File: src/rtl/instr_fetch_unit.sv
// instr_fetch_unit: sequential instruction fetch with credit-limited PC-tagged FIFO and redirect flush
module instr_fetch_unit #(
  parameter int          DEPTH    = 4,
  parameter logic [31:0] RESET_PC = 32'h0000_0000
) (
  input  logic                     clk,
  input  logic                     reset,
  input  logic                     redirect_valid,
  input  logic [31:0]              redirect_pc,
  output logic                     imem_req,
  output logic [31:0]              imem_addr,
  input  logic                     imem_gnt,
  input  logic                     imem_rvalid,
  input  logic [31:0]              imem_rdata,
  output logic                     instr_valid,
  input  logic                     instr_ready,
  output logic [31:0]              instr_data,
  output logic [31:0]              instr_pc,
  output logic [$clog2(DEPTH):0]   fifo_count
);
  localparam int PW = $clog2(DEPTH);
  localparam int CW = PW + 1;
  logic [31:0]   fetch_pc_q, fetch_pc_d, resp_pc_q, resp_pc_d, redir_pc;
  logic [CW-1:0] count_q, count_d, inflight_q, inflight_d, discard_q, discard_d;
  logic [PW-1:0] wptr_q, wptr_d, rptr_q, rptr_d;
  logic [63:0]   mem_q [DEPTH];
  logic          grant, resp, push, pop;
  // Handshakes, outputs and next-state; a redirect overrides every other update
  always_comb begin
    redir_pc    = {redirect_pc[31:2], 2'b00};
    imem_req    = !reset && !redirect_valid && (({1'b0, count_q} + {1'b0, inflight_q}) < (CW+1)'(DEPTH));
    imem_addr   = fetch_pc_q;
    instr_valid = (count_q != '0) && !redirect_valid;
    instr_data  = (count_q != '0) ? mem_q[rptr_q][63:32] : 32'h0;
    instr_pc    = (count_q != '0) ? mem_q[rptr_q][31:0] : 32'h0;
    fifo_count  = count_q;
    grant       = imem_req && imem_gnt;
    resp        = imem_rvalid && (inflight_q != '0);
    push        = resp && (discard_q == '0) && !redirect_valid;
    pop         = instr_valid && instr_ready;
    inflight_d  = inflight_q + CW'(grant) - CW'(resp);
    discard_d   = redirect_valid ? inflight_d : discard_q - CW'(resp && (discard_q != '0));
    fetch_pc_d  = redirect_valid ? redir_pc : fetch_pc_q + (grant ? 32'd4 : 32'd0);
    resp_pc_d   = redirect_valid ? redir_pc : resp_pc_q + (push ? 32'd4 : 32'd0);
    count_d     = redirect_valid ? '0 : count_q + CW'(push) - CW'(pop);
    wptr_d      = redirect_valid ? '0 : wptr_q + PW'(push);
    rptr_d      = redirect_valid ? '0 : rptr_q + PW'(pop);
  end
  // Control state with synchronous reset
  always_ff @(posedge clk) begin
    if (reset) begin
      fetch_pc_q <= RESET_PC;
      resp_pc_q  <= RESET_PC;
      count_q    <= '0;
      inflight_q <= '0;
      discard_q  <= '0;
      wptr_q     <= '0;
      rptr_q     <= '0;
    end else begin
      fetch_pc_q <= fetch_pc_d;
      resp_pc_q  <= resp_pc_d;
      count_q    <= count_d;
      inflight_q <= inflight_d;
      discard_q  <= discard_d;
      wptr_q     <= wptr_d;
      rptr_q     <= rptr_d;
    end
  end
  // FIFO storage of {data, pc}; contents are only observed while count is non-zero
  always_ff @(posedge clk) begin
    if (push) mem_q[wptr_q] <= {imem_rdata, resp_pc_q};
  end
endmodule

File: config.mk
export PLATFORM = sky130hd
export DESIGN_NAME = instr_fetch_unit
export DESIGN_NICKNAME = d
export VERILOG_FILES = /design/src/rtl/instr_fetch_unit.sv
export SDC_FILE = /design/constraint.sdc
export NUM_CORES = 1
export LEC_CHECK = 0
export ABC_CLOCK_PERIOD_IN_PS = 7840
export CAP_MARGIN = 20
export CELL_PAD_IN_SITES_DETAIL_PLACEMENT = 0
export CELL_PAD_IN_SITES_GLOBAL_PLACEMENT = 1
export CORE_MARGIN = 4
export CORE_UTILIZATION = 40
export DETAILED_ROUTE_END_ITERATION = 7
export PLACE_DENSITY_LB_ADDON = 0.1
export REMOVE_ABC_BUFFERS = 1
export SYNTH_ARGS = -nofsm -noshare
export SYNTH_HDL_FRONTEND = slang
export SYNTH_SLANG_ARGS = --single-unit
export TNS_END_PERCENT = 20
File: constraint.sdc
create_clock -name clk -period 7.84 [get_ports clk]
set_clock_uncertainty 0.2 [all_clocks]
set_input_delay 1.176 -clock clk [delete_from_list [all_inputs] [get_ports clk]]
set_output_delay 1.176 -clock clk [all_outputs]
set_load 0.01 [all_outputs]
Word-level counts from Yosys, hierarchy flattened
Memories as Yosys holds them, arrays and structs flattened. A register that Yosys moved wholly into a read port is not among the register bits. Cells that the tools add are included.

Memories kept: 1. Bits in latches: 0. Word-level logic and storage cells: 47. Bits in writable memories: 256. Register bits: 77. Bits of input ports: 70. Output and inout bits: 101. Memory bits (read-only): 0.

Memories: mem_q (depth 4, bits a word 64, read ports 1, clocked after memory_dff 1, write ports 1, line 26) `logic [63:0] mem_q [DEPTH];`.

Eq/ne operators: 0. Reductions and logical operators: 16. Shifts and indexed selects: 0. Order comparisons: 1. Mux-type cells: 10. Divide/modulo/power cells: 0. Multiply operators: 0. $add $sub $neg: 10. Bitwise gates (word level): 0.

Operators by type and width (count): $mux 32 (4); $add 32x3->32 (2); $logic_and 1x1->1 (9); $mux 3 (3); $reduce_bool 3->1 (3); $sub 3x1->3 (3); $add 3x1->3 (2); $add 2x1->2 (2); $add 3x3->4 (1); $lt 4x3->1 const B (1); $logic_not 3->1 (1); $logic_not 1->1 (2); $mux 1 (2); $mux 2 (1); $reduce_or 2->1 (1).

Depth between registers and ports, before layout
Gate-level depths: netlist of the first run.

Word-level depth: 7. Depth in mapped cells: 12. Mapped depth without buffers: 11.

Worst setup path after synthesis of the first run
OpenSTA, ideal clock, no wires.

Kind: input port to flip-flop. From: in imem_rvalid. To: mem mem_q[0][10] (enable). Setup slack: 1194 ps. Setup time: 559 ps. Required time: 7081 ps. Path buffers: 0. Arrival time: 5888 ps. Stages: 3. Path through: o31ai_1 > or3_1 > nor3_1.

Longest elaborated chain between the ends: 5.

RTL lines: start, declared (line 13) `input logic imem_rvalid,`; $logic_and 1x1->1 (line 38) `resp = imem_rvalid && (inflight_q != '0);`; $logic_and 1x1->1 (2 in a row) (line 39) `push = resp && (discard_q == '0) && !redirect_valid;`; $mux 1 (line 71) `if (push) mem_q[wptr_q] <= {imem_rdata, resp_pc_q};`; $mux 1 (implied by the code) (line 71); end, declared (line 26).

No other way between the ends.

Worst setup path in the final report of the first run
From: in reset. To: out imem_req.

Longest elaborated chain between the ends: 3.

RTL lines: start, declared (line 7) `input logic reset,`; $logic_not 1->1 (line 31) `imem_req = !reset && !redirect_valid && (({1'b0, count_q} + {1'b0, inflight_q}) < (CW+1)'(DEPTH));`; $logic_and 1x1->1 (2 in a row) (line 31); end, declared (line 10) `output logic imem_req,`.

No other way between the ends.

==> impl_results.md, run 1 <==
* Worst stage delay on the critical path at a little under 0.7 ns
* Top cell type's share of synthesized area at around 55%
* Die footprint at approximately 0.037 mm^2
* Clk slew on worst S/H paths at around 0.060 ns
* Post-CTS sizing at 0
* Final setup fails at 0
* Multi-input logic area at 0.00425 mm^2
* Setup crit end kind: output pin
* Layout overhead on the synthesized area at 23.4%
* Initial antenna violation count at 0
* Critical path's slowest cell: clkdlybuf4s50_1
* Row count at 66
* Largest fanout on the critical path at 14
* I/O pins at around 170
* Hold Path Stages at 2
* Die extent in x at around 190 um
* Non-filler instance count after layout at ~1500
* WHS Endpoint: imem_addr[29]$_SDFF_PP0_
* RSZ-0062 raised after global routing: false
* Root buffer cell: clkbuf_16
* Seq cells post-synth at 321
* Worst IR Drop VDD at between 0.1 and 0.15 mV
* R2r setup slk at 4.12 ns
* Final period util at 65.9%
* H-tree levels at 2
* 1st-iter DRT viols at about 370
* Cell with the most instances on the worst path: clkdlybuf4s50_1
* Sequential cell area at roughly 0.0089 mm^2
* Max-cap violations at 0
* Met3 WL at about 1500 um
* M1 wire length at around 14000 um
* EDFF count, synth at 248
* Setup crit start kind: primary input
* CTS tree: built
* Post-DRT Antenna Nets at 0
* First-pass iteration count of the detailed router at 4
* Cell taking the most area after synthesis: edfxtp_1
* Largest net degree at the start of global routing at 64
* Yosys cell types at 57
* WS Path Type: in -> out
* Final HPWL DP at approximately 18000 um
* Via density at 5.29
* Syn Std Cell Area at about 0.013 mm^2
* Initial Utilization at between 40% and 50%
* Placed Cells incl. Taps at ~1400
* Slew @ Worst Pin at roughly 1.0 ns
* Crit path buf inv count at 2
* Final Hold Fails at 0
* Nets at approximately 1100
* DR vias at 7957
* First-pass GRT wire length at 46600 um
* Placer Congestion at approximately 0.75
* # DRC at 0
* Crit path DAT at ~3.8 ns
* Grt ovf at 0
* Share of cells above drive strength 1 at a little over an eighth
* Peak Freq at a little under 200 MHz
* Sink Count at ~320
* Highest Signal Layer: met4
* Beginning of the worst hold path: imem_addr[29]$_SDFF_PP0_
* Hold_buf cts at 0
* Port Buffer Count at between 150 and 200
* Core area at 0.0328 mm^2
* Crit path max-delay family: buffers and inverters
* Headroom to the max-slew limit at a little under a third
* CP startpoint: reset
* Power per cell area at 235 mW/mm^2
* Standby leakage power at between 5 and 6 nW
* Status: completed
* HP Class: reg -> reg
* Antenna diodes at 0
* Worst slack, placed at around 2.3 ns
* CTS Buf Count at 36
* Max Slew Vio Count at 0
* Async S/R FF share, synth at 0%
* Maximum clock path buffer count at 3
* Synth top area cells: edfxtp_1 (55%), dfxtp_1 (11%), mux4_2 (10%)
* Overall Power at between 3 and 4 mW
* Fill count at between 2000 and 3000
* Period minus WS final at between 5 and 6 ns
* Global-route usage over all layers at between 15 and 20%
* Setup repair bufs after CTS at 0
* Number of global-route vias before repair at a little over 8000
* Drt wl/cell at 20.0 um
* Setup TNS at 0 ns
* Critical-path cell list: clkdlybuf4s50_1 > or2_1 > or4_1 > a31oi_1 > clkdlybuf4s50_1
* Synth Area per Inst at roughly 15 um^2
* Final WS setup at roughly 2.7 ns
* Final wirelength at about 30000 um
* Clk_lat worst skew at between 0.5 and 0.6 ns
* Post-synth top flop: edfxtp_1
* RR Startpoint: fifo_count[2]$_SDFF_PP0_
* Worst path required time at 6.46 ns
* Crit Reg-Reg Endpoint: imem_addr[25]$_SDFF_PP0_
* R2R depth at 9
* Register area share after synthesis at 66.4%
* Syn Inst Count at a little under 900
* Die height at roughly 190 um
* WL met2 at about 14000 um
* Total number of yosys warnings at 0
* Final Util at between 50% and 60%
==> cell usage after synthesis (14+ instances only) <==
cell / instances
a21boi_0: 19
nand3_1: 16
xor2_1: 16
mux4_2: 62
and3_1: 15
or4_1: 14
o21ai_0: 17
nor2_1: 22
xnor2_1: 14
o21a_1: 16
ha_1: 14
dfxtp_1: 73
a31oi_1: 20
clkbuf_1: 29
nor2b_1: 67
edfxtp_1: 248
and4_1: 14
nand4_1: 23
nand2_1: 34
==> per-stage QoR <==
stage                     area, um^2  hold WS (ns)
after CTS                      16600         0.332
after global placement         15500         0.328
after detailed placement       15500         0.321
final                          16600         0.340
after floorplan                13200         0.267
after global routing           16600         0.368
==> worst reg2reg max path: stages, from the launching register on <==
cell and delay, ns:
dfxtp_1 0.42, ha_1 0.25, or4_1 0.46, a31oi_1 0.29, and2_1 0.22, ha_1 0.22
and4_1 0.39, nand4_2 0.42, or4_1 0.62, a31oi_1 0.16
==> cell type report <==
cell class / instances / area share, %
Timing Repair Buffer: 173 / 10.3
Tap cell: 442 / 3.34
Clock buffer: 46 / 5.80
Multi-Input combinational cell: 487 / 25.7
Inverter: 15 / 0.355
Clock inverter: 20 / 0.673
Sequential cell: 321 / 53.8
==> sequential cells by signal, indices dropped and copies added (netlist names) <==
signal	cells
mem_q	248
rptr_q	2
resp_pc_q	30
wptr_q	2
imem_addr	30
discard_q	3
inflight_q	3
fifo_count	3
==> power breakdown <==
part | leakage (nW) | switching, mW | internal [mW]
sequential | 2.86 | 0.0620 | 1.92
combinational | 1.88 | 0.182 | 0.203
clock | 0.511 | 0.653 | 0.871
total | 5.25 | 0.897 | 3.00
==> cells in the final DEF (no fill, tap or decap), types with 13 or more instances in the layout <==
cell type	instances
and4_1	14
clkdlybuf4s50_1	164
xnor2_1	14
o21ai_0	17
clkbuf_16	37
xor2_1	16
a21boi_0	19
edfxtp_1	248
dfxtp_1	71
and3_1	14
nand3_1	16
nand4_1	23
nor2_1	20
ha_1	14
mux4_2	62
and2_1	13
or4_1	14
nor2b_1	67
a31oi_1	20
nand2_1	34
o21a_1	16
==> cells by family after synthesis <==
group	Yosys count	synth area share, %
AOI/OAI and AO/OA	117	6.02
DFF	321	66.4
buffers and inverters	66	2.22
xor gates and xnor gates	30	1.96
and+or+nand+nor	258	11.4
other	1	0.0279
adders and majority gates	16	1.60
muxes	62	10.4
==> per-layer routing <==
metal | track usage [%] | vias up
li1 | - | 3730
met2 | 26.7 | 194
met4 | 3.18 | 0
met3 | 3.05 | 44
met5 | 0 | -
met1 | 23.0 | 3989
==> worst max-delay path by stage <==
stage,cells past startpoint,to,slack (ns)
2_1_floorplan,3,mem_q[0][10]$_DFFE_PP_,1.19
3_3_place_gp,10,imem_addr[25]$_SDFF_PP0_,2.28
3_5_place_dp,10,imem_addr[25]$_SDFF_PP0_,2.32
4_1_cts,5,imem_req,2.64
5_1_grt,10,imem_addr[21]$_SDFF_PP0_,2.53
6_report,5,imem_req,2.68
No activity file was read; power rests on OpenSTA's default activity.
==> inputs of run 2 (changes only) <==
--- a/config.mk
+++ b/config.mk
@@ -5,7 +5,7 @@
 export SDC_FILE = /design/constraint.sdc
 export NUM_CORES = 1
 export LEC_CHECK = 0
-export ABC_CLOCK_PERIOD_IN_PS = 7840
+export ABC_CLOCK_PERIOD_IN_PS = 5000
 export CAP_MARGIN = 20
 export CELL_PAD_IN_SITES_DETAIL_PLACEMENT = 0
 export CELL_PAD_IN_SITES_GLOBAL_PLACEMENT = 1
==> constraint.sdc (replaced) <==
create_clock -name clk -period 5 [get_ports clk]
set_clock_uncertainty 0.2 [all_clocks]
set_input_delay 0.75 -clock clk [delete_from_list [all_inputs] [get_ports clk]]
set_output_delay 0.75 -clock clk [all_outputs]
set_load 0.01 [all_outputs]
==> run 2 against run 1 <==
Effect of this change:
- register-to-register slack lost 2.6 ns
- sequential share of layout area shrank 0.60 points
- via count fell by 1.1%
- setup slack worse by 1.5 ns
- critical path depth fell by 1
- worst hold slack lost 0.010 ns
- clock-buffer cell count down 2
- clock power rose by 68%
- utilization is 0.57 points higher
- total power rose by 61%
- critical path type is now reg -> out
==> impl_results.md, run 2 (synthesis results as in run 1) <==
* Status: completed
* Period minus WS final at 3.84 ns
* Nets at 1126 (+0.54%)
* Post-DRT Antenna Nets at 0 (unchanged)
* Commonest non-fill, non-tap cells in the layout: edfxtp_1 (248), clkdlybuf4s50_1 (164), dfxtp_1 (71), nor2b_1 (67), mux4_2 (62)
* Post-CTS sizing at 0 (unchanged)
* Hold slack at 0.329 ns (-0.0104 ns)
* Die height at 191 um (unchanged)
* Port Buffer Count at 164 (unchanged)
* DR vias at 7871 (-1.1%)
* Root buffer cell: clkbuf_16
* Sink Count at 321 (unchanged)
* Peak Freq at ~260 MHz
* CP startpoint: rptr_q[0]$_SDFF_PP0_
* RSZ-0062 raised after global routing: false
* Clk slew on worst S/H paths at 0.06 ns (about the same)
* Worst stage delay on the critical path at 0.78 ns (+0.09 ns)
* I/O pins at 171 (unchanged)
* Crit path max-delay family: buffers and inverters
* Setup crit start kind: register
* Antenna diodes at 0 (unchanged)
* H-tree levels at 2 (unchanged)
* Slew @ Worst Pin at 0.977 ns (-0.0559 ns)
* Final HPWL DP at 17900 um (-2.3%)
* Headroom to the max-slew limit at 34.9% (+3.9 points)
* Standby leakage power at 5.35 nW (+2.0%)
* Layout overhead on the synthesized area at 24.8%
* Setup repair bufs after CTS at 0 (unchanged)
* Grt ovf at 0 (unchanged)
* Worst IR Drop VDD at 0.227 mV (+79%)
* Setup crit end kind: output pin
* Max reg flops at 248 (unchanged)
* Critical-path cell list: buf_12 > mux4_2 > nor2b_1 > clkdlybuf4s50_1
* Beginning of the worst hold path: imem_addr[29]$_SDFF_PP0_
* Initial antenna violation count at 0 (unchanged)
* First-pass GRT wire length at 46700 um (+0.37%)
* Global-route usage over all layers at 16.3% (+0.023 points)
* Final setup fails at 0 (unchanged)
* # DRC at 0 (unchanged)
* Fill count at 2831 (-1.1%)
* Largest net degree at the start of global routing at 64 (unchanged)
* Hold_buf cts at 0 (unchanged)
* Worst slack, placed at 0.540 ns (-1.78 ns)
* Via density at 5.22 (-1.4%)
* Final WS setup at 1.16 ns (-1.52 ns)
* RR Startpoint: fifo_count[2]$_SDFF_PP0_
* Die footprint at 0.0365 mm^2 (unchanged)
* Worst path required time at 4.05 ns (-2.41 ns)
* Placer Congestion at 0.767 (+2.9%)
* Drt wl/cell at 19.4 um (-2.8%)
* WS Path Type: reg -> out
* Crit path DAT at 2.89 ns (-0.90 ns)
* Critical path's slowest cell: dfxtp_4
* Initial Utilization at 40.9% (unchanged)
* Number of global-route vias before repair at 8318 (+1.4%)
* Maximum clock path buffer count at 3 (unchanged)
* Max Slew Vio Count at 0 (unchanged)
* Row count at 66 (unchanged)
* Max-cap violations at 0 (unchanged)
* HP Class: reg -> reg
* Most common cell after layout, fill and taps aside: edfxtp_1
* Largest reg by FF count: mem_q
* 1st-iter DRT viols at 415 (+13%)
* CTS tree: built
* Share of cells above drive strength 1 at 14.0% (+0.50 points)
* Final period util at about 77%
* Largest fanout on the critical path at 33 (+19)
* Final Hold Fails at 0 (unchanged)
* Final wirelength at 29300 um (-2.5%)
* CTS Buf Count at 36 (unchanged)
* Die extent in x at 191 um (unchanged)
* Power per cell area at 374 mW/mm^2 (+59%)
* Core area at 0.0328 mm^2 (unchanged)
* First-pass iteration count of the detailed router at 6 (+2)
* Clk_lat worst skew at 0.50 ns (about the same)
* Crit path buf inv count at 2 (unchanged)
run 2: cell types whose count changed in the layout (fill, tap and decap cells not counted), moves of 2 or more:
cell        change
clkinvlp_4      -5
buf_12          +4
clkbuf_1        -4
bufinv_16       +3
clkinv_1        +3
buf_4           +2
inv_6           -2
run 2: metal layers:
layer  global-route usage, %  part of all wire, %  vias to the layer above
met1                    23.0                   46                     3900
met3                    2.92                  5.2                       35
met2                    26.6                   47                      195
met5                       0                    0                        -
li1                        -                    -                     3741
met4                    3.54                  1.5                        0
run 2: final timing paths:
kind                                                  to  slack (ns)  depth (start not counted)
worst min register to register  imem_addr[29]$_SDFF_PP0_        0.33                          2
worst max register to register  imem_addr[25]$_SDFF_PP0_        1.49                          9
worst max-delay path                       instr_data[3]        1.16                          4
worst min-delay path            imem_addr[29]$_SDFF_PP0_        0.33                          2
run 2: report_power, final:
part | switching, mW | internal (mW) | leakage, nW
registers | 0.0959 | 3.02 | 2.86
logic | 0.285 | 0.325 | 1.92
clock network | 0.999 | 1.55 | 0.574
run 2: final cells by class:
type / count / area, um^2 / area share (%)
Clock inverter: 21 / 179 / 1.07
Multi-Input combinational cell: 487 / 4250 / 25.4
Clock buffer: 44 / 983 / 5.87
Sequential cell: 321 / 8920 / 53.2
Tap cell: 442 / 553 / 3.30
Timing Repair Buffer: 179 / 1800 / 10.8
Inverter: 15 / 58.8 / 0.351
run 2: through the flow:
| stage | setup TNS, ns | instance area [um^2] | utilization (%) | power, mW | instances |
|---|---|---|---|---|---|
| 6_report | 0 | 16700 | 51.1 | 6.27 | 1509 |
| 5_1_grt | 0 | 16700 | 51.1 | 6.56 | 1509 |
| 4_1_cts | 0 | 16700 | 51.1 | 6.37 | 1509 |
| 3_5_place_dp | 0 | 15600 | 47.5 | 3.79 | 1444 |
| 3_3_place_gp | 0 | 15600 | 47.5 | 3.78 | 1444 |
| 2_1_floorplan | -77.52 | 13200 | - | 3.49 | 823 |
run 2: worst register-to-register path: cells and delay by family, from the launching register on:
kind                       cells  cell delay (ns)
and+or+nand+nor                5             1.94
adders and majority gates      2             0.47
DFF                            1             0.41
AOI/OAI and AO/OA              2             0.40
==> inputs of run 3 (changes only) <==
--- a/config.mk
+++ b/config.mk
@@ -5,7 +5,7 @@
 export SDC_FILE = /design/constraint.sdc
 export NUM_CORES = 1
 export LEC_CHECK = 0
-export ABC_CLOCK_PERIOD_IN_PS = 5000
+export ABC_CLOCK_PERIOD_IN_PS = 3100
 export CAP_MARGIN = 20
 export CELL_PAD_IN_SITES_DETAIL_PLACEMENT = 0
 export CELL_PAD_IN_SITES_GLOBAL_PLACEMENT = 1
==> constraint.sdc (replaced) <==
create_clock -name clk -period 3.1 [get_ports clk]
set_clock_uncertainty 0.2 [all_clocks]
set_input_delay 0.465 -clock clk [delete_from_list [all_inputs] [get_ports clk]]
set_output_delay 0.465 -clock clk [all_outputs]
set_load 0.01 [all_outputs]
==> run 3 against run 2 <==
Effect of this change:
- sequential power grew 61%
- critical path depth is the same
- non-clock buffer count grew 58
- flip-flop and latch count is the same
- global-route usage grew 0.44 points
- worst hold slack gained 0.0068 ns
- register-to-register slack lost 1.4 ns
- critical endpoint is now instr_pc[7]
- largest power group unchanged
==> impl_results.md, run 3 (synthesis results as in run 1) <==
* Standby leakage power at 5.96 nW (+11%)
* Post-DRT Antenna Nets at 0 (unchanged)
* Met3 Use GR at 2.96% (+0.037 points)
* RSZ-0062 raised after global routing: true
* Final Hold Fails at 0 (unchanged)
* Setup crit start kind: register
* 1st-iter DRT viols at 333 (-20%)
* Die footprint at 0.0365 mm^2 (unchanged)
* Share of cells above drive strength 1 at 19.4% (+5.4 points)
* Final Util at 52.9% (+1.8 points)
* Setup crit end kind: output pin
* Status: completed
* First-pass GRT wire length at 47800 um (+2.2%)
* Max-cap violations at 0 (unchanged)
* First-pass iteration count of the detailed router at 4 (-2)
* Final HPWL DP at 20100 um (+12%)
* H-tree levels at 2 (unchanged)
* CTS Buf Count at 35 (-2.8%)
* Largest reg by FF count: mem_q
* Sink Count at 321 (unchanged)
* Cell area after placement at 0.0160 mm^2 (+2.8%)
* Global-route usage over all layers at 16.7% (+0.44 points)
* I/O pins at 171 (unchanged)
* Met1 usage at 23.1% (+0.058 points)
* Cell area after layout at 0.0173 mm^2 (+3.5%)
* Largest fanout on the critical path at 13 (-61%)
* Crit path DAT at 2.36 ns (-0.53 ns)
* Core area at 0.0328 mm^2 (unchanged)
* Grt ovf at 0 (unchanged)
* Final setup fails at 0 (unchanged)
* Initial Utilization at 40.9% (unchanged)
* Period minus WS final at around 3.0 ns
* # DRC at 0 (unchanged)
* GR met2 Demand/Resource at 27.5% (+0.94 points)
* Via density at 5.22 (about the same)
* Final period util at approximately 100%
* Clk_lat worst skew at 0.50 ns (about the same)
* Most common cell after layout, fill and taps aside: edfxtp_1
* Fill count at 2755 (-2.7%)
* Row count at 66 (unchanged)
* Nets at 1184 (+5.2%)
* Die height at 191 um (unchanged)
* Commonest non-fill, non-tap cells in the layout: edfxtp_1 (248), clkdlybuf4s50_1 (139), dfxtp_1 (70), nor2b_1 (67), mux4_2 (62)
* Antenna diodes at 0 (unchanged)
* Setup TNS at 0 ns (unchanged)
* CTS tree: built
* HP Class: reg -> reg
* Final wirelength at 30800 um (+5.1%)
* Clk slew on worst S/H paths at 0.06 ns (about the same)
* Largest net degree at the start of global routing at 63 (-1.6%)
* Worst path required time at 2.43 ns (-1.62 ns)
* Headroom to the max-slew limit at 61.5% (+27 points)
* Non-filler instance count after layout at 1565 (+3.7%)
* Drt wl/cell at 19.7 um (+1.3%)
* Maximum clock path buffer count at 3 (unchanged)
* Number of global-route vias before repair at 8436 (+1.4%)
* R2r setup slk at 0.10 ns (-1.39 ns)
* Layout overhead on the synthesized area at 29.2%
* Slew @ Worst Pin at 0.572 ns (-0.405 ns)
* Placed Cells incl. Taps at 1488 (+3.0%)
* Max reg flops at 248 (unchanged)
* WS Path Type: reg -> out
* Peak Freq at ~330 MHz
* Gr busiest metal: met2
* DR vias at 8163 (+3.7%)
* Power per cell area at 579 mW/mm^2 (+55%)
* Placer Congestion at 0.775 (+1.0%)
* Worst IR Drop VDD at 0.309 mV (+36%)
* Port Buffer Count at 164 (unchanged)
* Initial antenna violation count at 0 (unchanged)
* Die extent in x at 191 um (unchanged)
* Max Slew Vio Count at 0 (unchanged)
* Root buffer cell: clkbuf_16
-- run 3: metrics by stage --
stage | power (mW) | hold slack [ns] | worst slack (ns)
5_1_grt | 10.5 | 0.351 | -0.0175
3_3_place_gp | 6.17 | 0.324 | -0.674
6_report | 10.0 | 0.336 | 0.0703
3_5_place_dp | 6.17 | 0.328 | -0.711
4_1_cts | 10.1 | 0.339 | -0.0330
2_1_floorplan | 5.63 | 0.267 | -2.90
-- run 3: per-layer routing --
layer	up-vias	part of all wire, %
met5	-	0
met4	0	1.9
met3	40	4.7
met2	194	48
met1	4063	45
li1	3866	-
-- run 3: area by class of cell --
cell class	instances	area, um^2	share of cell area, %
sequential	321	8920	51.4
timing repair buffer	237	2400	13.8
clock inverter	16	139	0.801
clock buffer	46	941	5.43
inverter	15	58.8	0.339
multi-input combinational	488	4330	25.0
tap	442	553	3.19
-- run 3: final timing paths --
| check | from | end | cells after the start |
|---|---|---|---|
| max | rptr_q[0]$_SDFF_PP0_ | instr_pc[7] | 4 |
| min | resp_pc_q[16]$_SDFF_PP0_ | mem_q[3][16]$_DFFE_PP_ | 0 |
| max reg2reg | fifo_count[2]$_SDFF_PP0_ | imem_addr[28]$_SDFF_PP0_ | 10 |
| min reg2reg | resp_pc_q[16]$_SDFF_PP0_ | mem_q[3][16]$_DFFE_PP_ | 0 |
-- run 3: power breakdown --
part	leakage (nW)	internal (mW)	switching, mW	total, mW
combinational	2.57	0.593	0.505	1.10
clock	0.531	2.31	1.62	3.93
sequential	2.86	4.86	0.152	5.01
-- run 3: worst max-delay path, cell delays in order, from the launching register on --
cell and delay (ns):
dfxtp_4 0.49, buf_16 0.20, mux4_2 0.50, nor2b_1 0.16
clkdlybuf4s50_1 0.50
-- run 3: what timing repair did --
item | in CTS | in global routing
resized for setup | 18 | 27
buffers inserted | 2 | 11
hold buffers | 0 | 0
endpoints found under the setup margin | 59 | 37
cloned | 1 | 1
pin swaps | 0 | 2
